--- src/rtl/instruction_fetch_unit_if.sv ---
// Fetch-stage bus: stall/redirect controls, instruction-memory port and IF/ID outputs.
// FETCH_PERF_COUNT_EN adds the fetch/stall performance counter outputs.
interface instruction_fetch_unit_if #(
    parameter int PC_WIDTH    = 8,
    parameter int INSTR_WIDTH = 20
);
    logic                   IF_ID_Hold;
    logic                   branch_taken;
    logic [PC_WIDTH-1:0]    branch_target;
    logic [PC_WIDTH-1:0]    imem_addr;
    logic [INSTR_WIDTH-1:0] imem_data;
    logic [INSTR_WIDTH-1:0] instruction;
    logic [PC_WIDTH-1:0]    pc_out;
    logic                   fetch_valid;
    logic                   halted;
`ifdef FETCH_PERF_COUNT_EN
    logic [15:0]            fetch_count;
    logic [15:0]            stall_count;
`endif

    // master is the fetch unit itself; slave is the pipeline/memory side.
    modport master (
        input  IF_ID_Hold, branch_taken, branch_target, imem_data,
`ifdef FETCH_PERF_COUNT_EN
        output fetch_count, stall_count,
`endif
        output imem_addr, instruction, pc_out, fetch_valid, halted
    );

    modport slave (
        output IF_ID_Hold, branch_taken, branch_target, imem_data,
`ifdef FETCH_PERF_COUNT_EN
        input  fetch_count, stall_count,
`endif
        input  imem_addr, instruction, pc_out, fetch_valid, halted
    );
endinterface

--- src/rtl/instruction_fetch_unit.sv ---
// Instruction fetch unit: PC sequencing with stall, branch redirect and HALT detection.
// Optional macro FETCH_PERF_COUNT_EN adds saturating fetch/stall counters.
module instruction_fetch_unit #(
    parameter int                  PC_WIDTH    = 8,
    parameter int                  INSTR_WIDTH = 20,
    parameter logic [PC_WIDTH-1:0] RESET_PC    = '0
) (
    input logic                    clock,
    input logic                    reset,
    instruction_fetch_unit_if.master bus
);
    typedef enum logic [2:0] {BOOT, FETCH, STALL, REDIRECT, HALTED} state_t;

    state_t                 state_q, state_d;
    logic [PC_WIDTH-1:0]    pc_q, pc_d;
    logic [PC_WIDTH-1:0]    pc_out_q, pc_out_d;
    logic [INSTR_WIDTH-1:0] instr_q, instr_d;
    logic                   valid_q, valid_d;
    logic                   halted_q, halted_d;
    logic                   is_halt_word;

    assign is_halt_word = (bus.imem_data[INSTR_WIDTH-1 -: 4] == 4'hF);

    always_comb begin
        state_d  = state_q;
        pc_d     = pc_q;
        pc_out_d = pc_out_q;
        instr_d  = instr_q;
        valid_d  = valid_q;
        halted_d = halted_q;
        case (state_q)
            BOOT: state_d = FETCH;
            HALTED: begin
                instr_d = '0;
                valid_d = 1'b0;
            end
            // FETCH, STALL and REDIRECT share one rule set: branch beats hold beats fetch.
            default: begin
                if (bus.branch_taken) begin
                    pc_d    = bus.branch_target;
                    instr_d = '0;
                    valid_d = 1'b0;
                    state_d = REDIRECT;
                end else if (bus.IF_ID_Hold) begin
                    state_d = STALL;
                end else begin
                    instr_d  = bus.imem_data;
                    pc_out_d = pc_q;
                    valid_d  = 1'b1;
                    if (is_halt_word) begin
                        state_d  = HALTED;
                        halted_d = 1'b1;
                    end else begin
                        pc_d    = pc_q + 1'b1;
                        state_d = FETCH;
                    end
                end
            end
        endcase
    end

    always_ff @(posedge clock or negedge reset) begin
        if (!reset) begin
            state_q  <= BOOT;
            pc_q     <= RESET_PC;
            pc_out_q <= '0;
            instr_q  <= '0;
            valid_q  <= 1'b0;
            halted_q <= 1'b0;
        end else begin
            state_q  <= state_d;
            pc_q     <= pc_d;
            pc_out_q <= pc_out_d;
            instr_q  <= instr_d;
            valid_q  <= valid_d;
            halted_q <= halted_d;
        end
    end

    assign bus.imem_addr   = pc_q;
    assign bus.instruction = instr_q;
    assign bus.pc_out      = pc_out_q;
    assign bus.fetch_valid = valid_q;
    assign bus.halted      = halted_q;

`ifdef FETCH_PERF_COUNT_EN
    logic [15:0] fetch_cnt_q, fetch_cnt_d;
    logic [15:0] stall_cnt_q, stall_cnt_d;
    logic        fetch_upd;

    assign fetch_upd = (state_q == FETCH || state_q == STALL || state_q == REDIRECT) &&
                       !bus.branch_taken && !bus.IF_ID_Hold;

    always_comb begin
        fetch_cnt_d = fetch_cnt_q;
        stall_cnt_d = stall_cnt_q;
        if (fetch_upd && fetch_cnt_q != 16'hFFFF) fetch_cnt_d = fetch_cnt_q + 16'd1;
        if (state_q == STALL && stall_cnt_q != 16'hFFFF) stall_cnt_d = stall_cnt_q + 16'd1;
    end

    always_ff @(posedge clock or negedge reset) begin
        if (!reset) begin
            fetch_cnt_q <= '0;
            stall_cnt_q <= '0;
        end else begin
            fetch_cnt_q <= fetch_cnt_d;
            stall_cnt_q <= stall_cnt_d;
        end
    end

    assign bus.fetch_count = fetch_cnt_q;
    assign bus.stall_count = stall_cnt_q;
`endif
endmodule

--- src/flat_wrapper.sv ---
// flat-port wrapper written by rule: the top's interface ports become plain ports
module instruction_fetch_unit_flat 
#(
    parameter int                  PC_WIDTH    = 8,
    parameter int                  INSTR_WIDTH = 20,
    parameter logic [PC_WIDTH-1:0] RESET_PC    = '0
)
  (clock, reset, bus_IF_ID_Hold, bus_branch_taken, bus_branch_target, bus_imem_data, bus_imem_addr, bus_instruction, bus_pc_out, bus_fetch_valid, bus_halted);
  instruction_fetch_unit_if #(.PC_WIDTH(PC_WIDTH), .INSTR_WIDTH(INSTR_WIDTH)) bus_i ();
  input logic clock;
  input logic reset;
  input wire logic [$bits(bus_i.IF_ID_Hold)-1:0] bus_IF_ID_Hold;
  input wire logic [$bits(bus_i.branch_taken)-1:0] bus_branch_taken;
  input wire logic [$bits(bus_i.branch_target)-1:0] bus_branch_target;
  input wire logic [$bits(bus_i.imem_data)-1:0] bus_imem_data;
  output wire logic [$bits(bus_i.imem_addr)-1:0] bus_imem_addr;
  output wire logic [$bits(bus_i.instruction)-1:0] bus_instruction;
  output wire logic [$bits(bus_i.pc_out)-1:0] bus_pc_out;
  output wire logic [$bits(bus_i.fetch_valid)-1:0] bus_fetch_valid;
  output wire logic [$bits(bus_i.halted)-1:0] bus_halted;
  assign bus_i.IF_ID_Hold = bus_IF_ID_Hold;
  assign bus_i.branch_taken = bus_branch_taken;
  assign bus_i.branch_target = bus_branch_target;
  assign bus_i.imem_data = bus_imem_data;
  assign bus_imem_addr = bus_i.imem_addr;
  assign bus_instruction = bus_i.instruction;
  assign bus_pc_out = bus_i.pc_out;
  assign bus_fetch_valid = bus_i.fetch_valid;
  assign bus_halted = bus_i.halted;
  instruction_fetch_unit #(.PC_WIDTH(PC_WIDTH), .INSTR_WIDTH(INSTR_WIDTH), .RESET_PC(RESET_PC)) u_core (.clock(clock), .reset(reset), .bus(bus_i));
endmodule
--- config.mk ---
export PLATFORM = sky130hd
export DESIGN_NAME = instruction_fetch_unit_flat
export DESIGN_NICKNAME = d
export VERILOG_FILES = /design/src/rtl/instruction_fetch_unit_if.sv /design/src/rtl/instruction_fetch_unit.sv /design/src/flat_wrapper.sv
export SDC_FILE = /design/constraint.sdc
export NUM_CORES = 1
export LEC_CHECK = 0
export ABC_AREA = 1
export BUFFER_PORTS_ARGS = -buffer_cell sky130_fd_sc_hd__buf_2
export CAP_MARGIN = 20
export CORE_MARGIN = 8
export CORE_UTILIZATION = 30
export CTS_BUF_LIST = sky130_fd_sc_hd__clkbuf_4 sky130_fd_sc_hd__clkbuf_8
export CTS_CLUSTER_SIZE = 10
export DETAILED_ROUTE_END_ITERATION = 12
export PLACE_DENSITY_LB_ADDON = 0.05
export SLEW_MARGIN = 0
export SYNTH_ARGS = -nofsm -noshare
export SYNTH_HDL_FRONTEND = slang
export SYNTH_SLANG_ARGS = --single-unit
--- constraint.sdc ---
create_clock -name clock -period 2.1 [get_ports clock]
set_input_delay 0.63 -clock clock [delete_from_list [all_inputs] [get_ports clock]]
set_output_delay 0.63 -clock clock [all_outputs]
set_load 0.01 [all_outputs]
==> out/metrics.cfg, run 1 <==
[status]
run_status = completed

[pwr]
worst_ir_drop_vdd_mv = 0.478
p_leak_nw = 1.35
pwr_density_cell_mw_per_mm2 = 882

[logic_synthesis]
synth_largest_type_area_fraction = 0.559
synth.largest_area_cell = sky130_fd_sc_hd__dfrtp_1
synthesis.area_per_instance_sq_um = 8.12
postSynthNetCount = 259
netlist_top_cells_area = sky130_fd_sc_hd__dfrtp_1 (56%), sky130_fd_sc_hd__nand2_1 (19%), sky130_fd_sc_hd__nand3_1 (8.5%)
postSynthRegisterBits = 41
ys_seq_area_frac = 0.559
synthesis.instances = 226
synth.yosys.warnings = 0
syn-cell-area_sq_mm = 0.00183
synth.lib_cells_used.distinct = 18

[job]
total_of_max_cap_violations = 0

[placement]
dp.final_hpwl_microns = 3710
place_worst_setup_slack_ns = 0.287
portBuffers = 69
routabilityCongestion = 0.710
dp.cells = 364

[setup_path]
critical_path_required_time_ns = 1.47
setup.worst_path.start_class = flop
setup.worst_path.class = reg2out
critical_path_peak_fanout = 8
crit_path_max_incr_delay_ns = 0.51
cp_data_arrival_time_ns = 0.99
timing.critical_path.slowest_stage_cell = sky130_fd_sc_hd__dfrtp_1
timing.critical_path.cells = buf_2
critical-path-top-delay-family = flip-flops
critical_path_buffers_and_inverters = 1
timing.critical_path.to_type = primary output

[timing]
worst_hold_slack_ns = 0.288
worst_clock_skew_ns = 0.00701
final-setup-viol-count = 0
rsz0062_at_grt = false
max-slew-margin-rel = 0.489
setup_ws_ns = 0.485
fin_setup_tns_ns = 0
tightest_slew_ns = 0.765
timing.final.crit_period_ns = 1.62
period_share = 0.769
number_of_max_slew_violations_in_the_final_report = 0
fmax_mhz = 619
final-hold-violation-count = 0

[floorplan]
initial_utilization = 0.310
die-area_sq_mm = 0.00887
design.portCount = 70
floorplan.die.width_microns = 94.2
die_h_microns = 94.2
placement_row_count = 28
placeableCoreArea_sq_mm = 0.00592

[layout]
layout_common_cells = sky130_fd_sc_hd__nand2_1 (94), sky130_fd_sc_hd__buf_2 (69), sky130_fd_sc_hd__dfrtp_1 (41)
finalNetCount = 329
post_layout_nonfiller_instances = 372
antenna-diode-count = 0
layout-area-overhead-vs-synth_pct = 28.9
mostFrequentLayoutCell = sky130_fd_sc_hd__nand2_1
drive_above_1_share = 0.306

[drt]
totalWireLength_microns = 5000
drt_iter0_markers = 47
antenna_violating_nets_post_route = 0
routed-via-count = 1648
avgViaCountPerCell = 4.43
drt-pass1-iter-count = 4
drc = 0
routed_wire_per_std_cell_microns = 13.4

[clock_tree]
cts_root_buf = sky130_fd_sc_hd__clkbuf_8
worst_setup_hold_path_clk_slew_ns = 0.09
worstSkewPairLatency_ns = 0.29
cts.path.max_buffers = 2
cts-buffers-inserted = 5
cts_hold_buf = 0
ctsResizeCount = 0
postCtsSetupBuffers = 0
htreeDepth = 2
cts_tree = built
clock_sinks = 41

[global_routing]
grt_pass1_vias = 1689
globalRouteTotalUtil = 0.117
global_route_wire_length_before_repair_microns = 8180
global_route.overflow_total = 0
maximum_number_of_pins_on_one_net_before_global_route_repair = 23
grt_antenna_before_repair = 0

[hold_path]
hp-class = in2async

[state kept, by name (all words and copies together), names as in the netlist]
| register | flops |
|---|---|
| u_core.bus.fetch_valid | 1 |
| u_core.bus.pc_out | 8 |
| u_core.bus.imem_addr | 8 |
| u_core.bus.instruction | 20 |
| u_core.bus.halted | 1 |
| u_core.state_q | 3 |
[power by group]
group	leakage, nW	switching [mW]	internal, mW
clock network	0.0574	0.285	0.387
registers	0.520	0.0882	0.893
logic	0.775	0.259	0.175
total	1.35	0.632	1.45
[stage by stage]
stage          power [mW]  area (sq um)   util
2_1_floorplan        1.23          1830      -
4_1_cts              2.13          2360  0.399
3_3_place_gp         1.45          2240  0.379
3_5_place_dp         1.45          2240  0.379
5_1_grt              2.24          2360  0.399
6_report             2.09          2360  0.399
[final cells by class]
type	count	area [sq um]
Timing Repair Buffer	73	375
Multi-Input combinational cell	161	697
Sequential cell	41	1030
Clock inverter	2	37.5
Tap cell	75	93.8
Clock buffer	6	82.6
Inverter	14	52.6
Fill cell	640	3560
[worst reg2reg max path: stages (launching register included)]
cell and delay (ns):
sky130_fd_sc_hd__dfrtp_1 0.39, sky130_fd_sc_hd__nor2_1 0.14, sky130_fd_sc_hd__nand2_1 0.47, sky130_fd_sc_hd__nand3_1 0.26, sky130_fd_sc_hd__nand2_1 0.07
[Yosys cell counts (all sizes together)]
cell type / count
nand2: 97
dfrtp: 41
nand3: 31
inv: 14
nor2: 14
o21ai: 14
buf: 8
clkbuf: 2
or2: 2
ha: 1
nand4: 1
xnor2: 1
[worst paths after layout]
kind	start	endpoint	slack (ns)	depth (start not counted)
max in group asynchronous	reset	u_core.bus.instruction[1]$_DFFE_PN0P_	1.26	2
setup reg to reg	u_core.state_q[1]$_DFFE_PN0N_	u_core.bus.instruction[17]$_DFFE_PN0P_	0.66	4
setup / recovery	u_core.bus.imem_addr[2]$_DFFE_PN0P_	bus_imem_addr[2]	0.48	1
min in group clock	u_core.state_q[2]$_DFFE_PN0N_	u_core.state_q[0]$_DFFE_PN0N_	0.47	1
hold reg to reg	u_core.state_q[2]$_DFFE_PN0N_	u_core.state_q[0]$_DFFE_PN0N_	0.47	1
hold / removal	reset	u_core.bus.instruction[15]$_DFFE_PN0P_	0.29	1
[kinds of logic after synthesis]
group | after synthesis | share of synthesized area
flip-flops | 41 | 0.559
buffers and inverters | 24 | 0.0607
adder cells (fa/ha/maj) | 1 | 0.00682
XOR/XNOR | 1 | 0.00478
AO/OA/AOI/OAI | 14 | 0.0382
AND/OR/NAND/NOR | 145 | 0.330
[per-layer routing]
metal  GRT usage  part of all wire
met5           0                 0
met1       0.148              0.46
met4      0.0357             0.011
met3      0.0424             0.076
met2       0.182              0.46
No activity file was read; power rests on OpenSTA's default activity.
==> run 2, diff against run 1 <==
clock period = 1.5 ns   (was 2.1 ns; I/O delays follow)
==> out/metrics.cfg, run 2 (synthesis results as in run 1) <==
[pwr]
design_power_total_mw = 2.93  ; was 2.09 mW
p_sw_uw = 853  ; was 632 uW
pwr_density_cell_mw_per_mm2 = 1200  ; was 882 mW/mm^2
power.share.sequential = 0.469  ; was 0.470
combinationalPowerShare = 0.215  ; was 0.208
worst_ir_drop_vdd_mv = 0.525  ; was 0.478 mV
p_leak_nw = 1.40  ; was 1.35 nW
netSwitchingFraction = 0.291  ; was 0.303
internal_power_mw = 2.08  ; was 1.45 mW
share_clk_of_total_power = 0.316  ; was 0.322

[drt]
antenna_violating_nets_post_route = 0  ; unchanged
drc = 0  ; unchanged
totalWireLength_microns = 5010  ; was 5000 microns
drt_iter0_markers = 57  ; was 47
routed-via-count = 1651  ; was 1648
avgViaCountPerCell = 4.37  ; was 4.43
routed_wire_per_std_cell_microns = 13.3  ; was 13.4 microns
drt-pass1-iter-count = 4  ; unchanged

[layout]
mostFrequentLayoutCell = sky130_fd_sc_hd__nand2_1  ; unchanged
drive_above_1_share = 0.323  ; was 0.306
largest_register_ff_count = 20  ; unchanged
final_util = 0.414  ; was 0.399
finalNetCount = 335  ; was 329
layout-area-overhead-vs-synth_pct = 33.5  ; was 28.9%
post_layout_nonfiller_instances = 378  ; was 372
layout_common_cells = sky130_fd_sc_hd__nand2_1 (94), sky130_fd_sc_hd__buf_2 (69), sky130_fd_sc_hd__dfrtp_1 (40)  ; was sky130_fd_sc_hd__nand2_1 (94), sky130_fd_sc_hd__buf_2 (69), sky130_fd_sc_hd__dfrtp_1 (41)
antenna-diode-count = 0  ; unchanged
fin_area_sq_mm = 0.00245  ; was 0.00236 sq mm

[setup_path]
critical_path_required_time_ns = 1.05  ; was 1.47 ns
timing.critical_path.slowest_stage_cell = sky130_fd_sc_hd__dfrtp_1  ; unchanged
setup.worst_path.start_class = flop  ; unchanged
critical_path_peak_fanout = 8  ; unchanged
timing.critical_path.to_type = primary output  ; unchanged
cp_data_arrival_time_ns = 0.97  ; was 0.99 ns
critical-path-top-delay-family = flip-flops  ; unchanged
timing.critical_path.cells = buf_2  ; unchanged
critical_path_buffers_and_inverters = 1  ; unchanged
crit_path_max_incr_delay_ns = 0.49  ; was 0.51 ns
setup.worst_path.class = reg2out  ; unchanged

[job]
total_of_max_cap_violations = 0  ; unchanged

[floorplan]
die-area_sq_mm = 0.00887  ; unchanged
design.portCount = 70  ; unchanged
placeableCoreArea_sq_mm = 0.00592  ; unchanged
die_h_microns = 94.2  ; unchanged
placement_row_count = 28  ; unchanged
initial_utilization = 0.310  ; unchanged
floorplan.die.width_microns = 94.2  ; unchanged

[timing]
fmax_mhz = 705
final-setup-viol-count = 0  ; unchanged
fin_setup_tns_ns = 0  ; unchanged
number_of_max_slew_violations_in_the_final_report = 0  ; unchanged
setup_ws_ns = 0.0815  ; was 0.485 ns
worst_clock_skew_ns = 0.00440  ; was 0.00701 ns
final-hold-violation-count = 0  ; unchanged
timing.final.crit_period_ns = 1.42
period_share = 0.946
tightest_slew_ns = 0.386  ; was 0.765 ns
worst_hold_slack_ns = 0.0772  ; was 0.288 ns
max-slew-margin-rel = 0.743  ; was 0.489
rsz0062_at_grt = false  ; unchanged

[global_routing]
globalRouteTotalUtil = 0.119  ; was 0.117
grt_pass1_vias = 1704  ; was 1689
global_route_wire_length_before_repair_microns = 8320  ; was 8180 microns
grt_antenna_before_repair = 0  ; unchanged
global_route.overflow_total = 0  ; unchanged
maximum_number_of_pins_on_one_net_before_global_route_repair = 22  ; was 23

[placement]
dp.cells = 370  ; was 364
portBuffers = 69  ; unchanged
placement.cell_area_sq_mm = 0.00233  ; was 0.00224 sq mm
dp.final_hpwl_microns = 3770  ; was 3710 microns
place_worst_setup_slack_ns = 0.119  ; was 0.287 ns
routabilityCongestion = 0.700  ; was 0.710

[clock_tree]
worstSkewPairLatency_ns = 0.29  ; about the same
postCtsSetupBuffers = 0  ; unchanged
worst_setup_hold_path_clk_slew_ns = 0.08  ; was 0.09 ns
clock_sinks = 41  ; unchanged
cts.path.max_buffers = 2  ; unchanged
cts_tree = built  ; unchanged
htreeDepth = 2  ; unchanged
cts-buffers-inserted = 5  ; unchanged
cts_hold_buf = 0  ; unchanged
cts_root_buf = sky130_fd_sc_hd__clkbuf_8  ; unchanged

[status]
run_status = completed  ; unchanged

[hold_path]
hp-class = in2async  ; unchanged

[run 2: cell count changes in the layout (fill, tap and decap cells not counted), sizes merged]
cell / delta
buf: +6
clkbuf: +1
clkinvlp: -1
[run 2: path summary, 6_finish.rpt]
kind	startpoint	endpoint	slack, ns	cells after the start
max in group asynchronous	reset	u_core.bus.instruction[13]$_DFFE_PN0P_	1.02	2
hold / removal	reset	u_core.bus.instruction[15]$_DFFE_PN0P_	0.08	1
hold reg to reg	u_core.bus.halted$_DFFE_PN0P_	u_core.bus.halted$_DFFE_PN0P_	0.47	2
min in group clock	bus_imem_data[11]	u_core.bus.instruction[11]$_DFFE_PN0P_	0.36	3
setup reg to reg	u_core.bus.imem_addr[0]$_DFFE_PN0P_	u_core.bus.imem_addr[6]$_DFFE_PN0P_	0.20	6
setup / recovery	u_core.bus.imem_addr[3]$_DFFE_PN0P_	bus_imem_addr[3]	0.08	1
[run 2: what timing repair did]
action,in CTS,in global routing
setup endpoints to repair,0,1
endpoints found under the hold margin,0,0
gates resized for setup,0,1
[run 2: layout make-up]
class / count / area (sq um)
sequential: 41 / 1030
timing repair buffer: 79 / 458
tap: 75 / 93.8
inverter: 14 / 52.6
clock inverter: 1 / 30.0
fill: 646 / 3470
clock buffer: 7 / 90.1
multi-input combinational: 161 / 697
[run 2: metal layers]
layer | GRT usage | share of wire
met1 | 0.150 | 0.46
met5 | 0 | 0
met4 | 0.0396 | 0.011
met3 | 0.0400 | 0.065
met2 | 0.187 | 0.46
[run 2: power groups by stage]
stage / sequential [mW] / combinational (mW) / clock (mW)
after detailed placement: 1.39 / 0.651 / 0
after global placement: 1.40 / 0.645 / 0
after CTS: 1.38 / 0.652 / 0.976
after floorplan: 1.44 / 0.289 / 0
final: 1.37 / 0.631 / 0.927
after global routing: 1.40 / 0.724 / 1.02
==> run 3, diff against run 2 <==
--- a/constraint.sdc
+++ b/constraint.sdc
@@ -3,2 +3,2 @@
 set_output_delay 0.45 -clock clock [all_outputs]
-set_load 0.01 [all_outputs]
+set_load 0.05 [all_outputs]
==> out/metrics.cfg, run 3 (synthesis results as in run 1) <==
[status]
run_status = completed  ; unchanged

[floorplan]
placement_row_count = 28  ; unchanged
placeableCoreArea_sq_mm = 0.00592  ; unchanged
die_h_microns = 94.2  ; unchanged
design.portCount = 70  ; unchanged
initial_utilization = 0.310  ; unchanged
floorplan.die.width_microns = 94.2  ; unchanged
die-area_sq_mm = 0.00887  ; unchanged

[drt]
routed-via-count = 1692  ; was 1651
routed_wire_per_std_cell_microns = 13.6  ; was 13.3 microns
antenna_violating_nets_post_route = 0  ; unchanged
drt_iter0_markers = 79  ; was 57
drc = 0  ; unchanged
drt-pass1-iter-count = 4  ; unchanged
avgViaCountPerCell = 4.49  ; was 4.37
totalWireLength_microns = 5130  ; was 5010 microns

[pwr]
p_sw_mw = 1.30  ; was 853 uW
combinationalPowerShare = 0.340  ; was 0.215
pwr_density_cell_mw_per_mm2 = 1330  ; was 1200 mW/mm^2
netSwitchingFraction = 0.402  ; was 0.291
share_clk_of_total_power = 0.232  ; was 0.316
power.share.sequential = 0.428  ; was 0.469
internal_power_mw = 1.93  ; was 2.08 mW
worst_ir_drop_vdd_mv = 0.616  ; was 0.525 mV
p_leak_nw = 1.38  ; was 1.40 nW

[timing]
number_of_max_slew_violations_in_the_final_report = 0  ; unchanged
fmax_mhz = 687  ; was 705 MHz
fin_setup_tns_ns = 0  ; unchanged
final-setup-viol-count = 0  ; unchanged
period_share = 0.970  ; was 0.946
worst_hold_slack_ns = 0.0567  ; was 0.0772 ns
timing.final.crit_period_ns = 1.46  ; was 1.42 ns
setup_ws_ns = 0.0449  ; was 0.0815 ns
max-slew-margin-rel = 0.771  ; was 0.743
tightest_slew_ns = 0.344  ; was 0.386 ns
rsz0062_at_grt = false  ; unchanged
worst_clock_skew_ns = 0.00407  ; was 0.00440 ns
final-hold-violation-count = 0  ; unchanged

[setup_path]
worst-r2r-setup-slack_ns = 0.26  ; was 0.20 ns
critical_path_peak_fanout = 6  ; was 8
crit_path_max_incr_delay_ns = 0.47  ; was 0.49 ns
timing.critical_path.slowest_stage_cell = sky130_fd_sc_hd__dfrtp_1  ; unchanged
setup.worst_path.class = reg2out  ; unchanged
critical_path_buffers_and_inverters = 1  ; unchanged
timing.critical_path.to_type = primary output  ; unchanged
critical-path-top-delay-family = flip-flops  ; unchanged
timing.critical_path.cells = buf_4  ; was buf_2
cp_data_arrival_time_ns = 1.01  ; was 0.97 ns
critical_path_required_time_ns = 1.05  ; about the same
setup.worst_path.start_class = flop  ; unchanged

[layout]
layout_common_cells = sky130_fd_sc_hd__nand2_1 (94), sky130_fd_sc_hd__buf_2 (64), sky130_fd_sc_hd__dfrtp_1 (37)  ; was sky130_fd_sc_hd__nand2_1 (94), sky130_fd_sc_hd__buf_2 (69), sky130_fd_sc_hd__dfrtp_1 (40)
antenna-diode-count = 0  ; unchanged
final_util = 0.409  ; was 0.414
drive_above_1_share = 0.331  ; was 0.323
layout-area-overhead-vs-synth_pct = 32.1  ; was 33.5%
finalNetCount = 335  ; unchanged
post_layout_nonfiller_instances = 377  ; was 378
mostFrequentLayoutCell = sky130_fd_sc_hd__nand2_1  ; unchanged
largest_register_ff_count = 20  ; unchanged

[global_routing]
global_route_wire_length_before_repair_microns = 8630  ; was 8320 microns
globalRouteTotalUtil = 0.124  ; was 0.119
global_route.overflow_total = 0  ; unchanged
maximum_number_of_pins_on_one_net_before_global_route_repair = 29  ; was 22
grt_antenna_before_repair = 0  ; unchanged
grt_pass1_vias = 1747  ; was 1704

[hold_path]
hp-class = in2async  ; unchanged

[clock_tree]
postCtsSetupBuffers = 0  ; unchanged
cts-buffers-inserted = 5  ; unchanged
cts.path.max_buffers = 2  ; unchanged
worstSkewPairLatency_ns = 0.29  ; about the same
ctsResizeCount = 3  ; was 0
cts_tree = built  ; unchanged
worst_setup_hold_path_clk_slew_ns = 0.07  ; was 0.08 ns
clock_sinks = 41  ; unchanged
cts_root_buf = sky130_fd_sc_hd__clkbuf_8  ; unchanged
cts_hold_buf = 0  ; unchanged
htreeDepth = 2  ; unchanged

[placement]
routabilityCongestion = 0.753  ; was 0.700
dp.final_hpwl_microns = 3780  ; was 3770 microns
dp.cells = 370  ; unchanged
place_worst_setup_slack_ns = 0.0544  ; was 0.119 ns
portBuffers = 69  ; unchanged

[job]
total_of_max_cap_violations = 0  ; unchanged

==> run 3: through the flow <==
stage               total power, mW  area (sq um)
global route                   3.44          2420
finish                         3.22          2420
CTS                            3.27          2410
global placement               2.50          2320
floorplan                      2.16          1840
detailed placement             2.50          2320
==> run 3: final cells by class <==
type,instances,area (sq um)
Fill cell,646,3500
Sequential cell,41,1030
Multi-Input combinational cell,161,697
Timing Repair Buffer,79,458
Tap cell,75,93.8
Clock buffer,7,90.1
Inverter,14,52.6
==> run 3: per-layer routing <==
layer	GRT usage	up-vias	wire length, microns
met5	0	-	0
met4	0.0476	0	75
met3	0.0416	8	392
met2	0.193	49	2380
met1	0.155	774	2280
li1	-	861	-
==> run 3: worst paths after layout <==
path,start,cells after the start,endpoint
setup / recovery,u_core.bus.imem_addr[3]$_DFFE_PN0P_,1,bus_imem_addr[3]
hold / removal,reset,1,u_core.bus.instruction[14]$_DFFE_PN0P_
setup reg to reg,u_core.bus.imem_addr[1]$_DFFE_PN0P_,6,u_core.bus.imem_addr[6]$_DFFE_PN0P_
hold reg to reg,u_core.state_q[2]$_DFFE_PN0N_,1,u_core.state_q[0]$_DFFE_PN0N_
max in group asynchronous,reset,2,u_core.bus.imem_addr[0]$_DFFE_PN0P_
min in group clock,bus_imem_data[7],3,u_core.bus.instruction[7]$_DFFE_PN0P_
==> run 3: power groups by stage <==
stage | Clock, mW | Sequential, mW | Combinational (mW)
2_1_floorplan | 0 | 1.87 | 0.289
3_3_place_gp | 0 | 1.40 | 1.10
3_5_place_dp | 0 | 1.40 | 1.10
4_1_cts | 0.785 | 1.38 | 1.11
5_1_grt | 0.831 | 1.41 | 1.20
6_report | 0.746 | 1.38 | 1.10
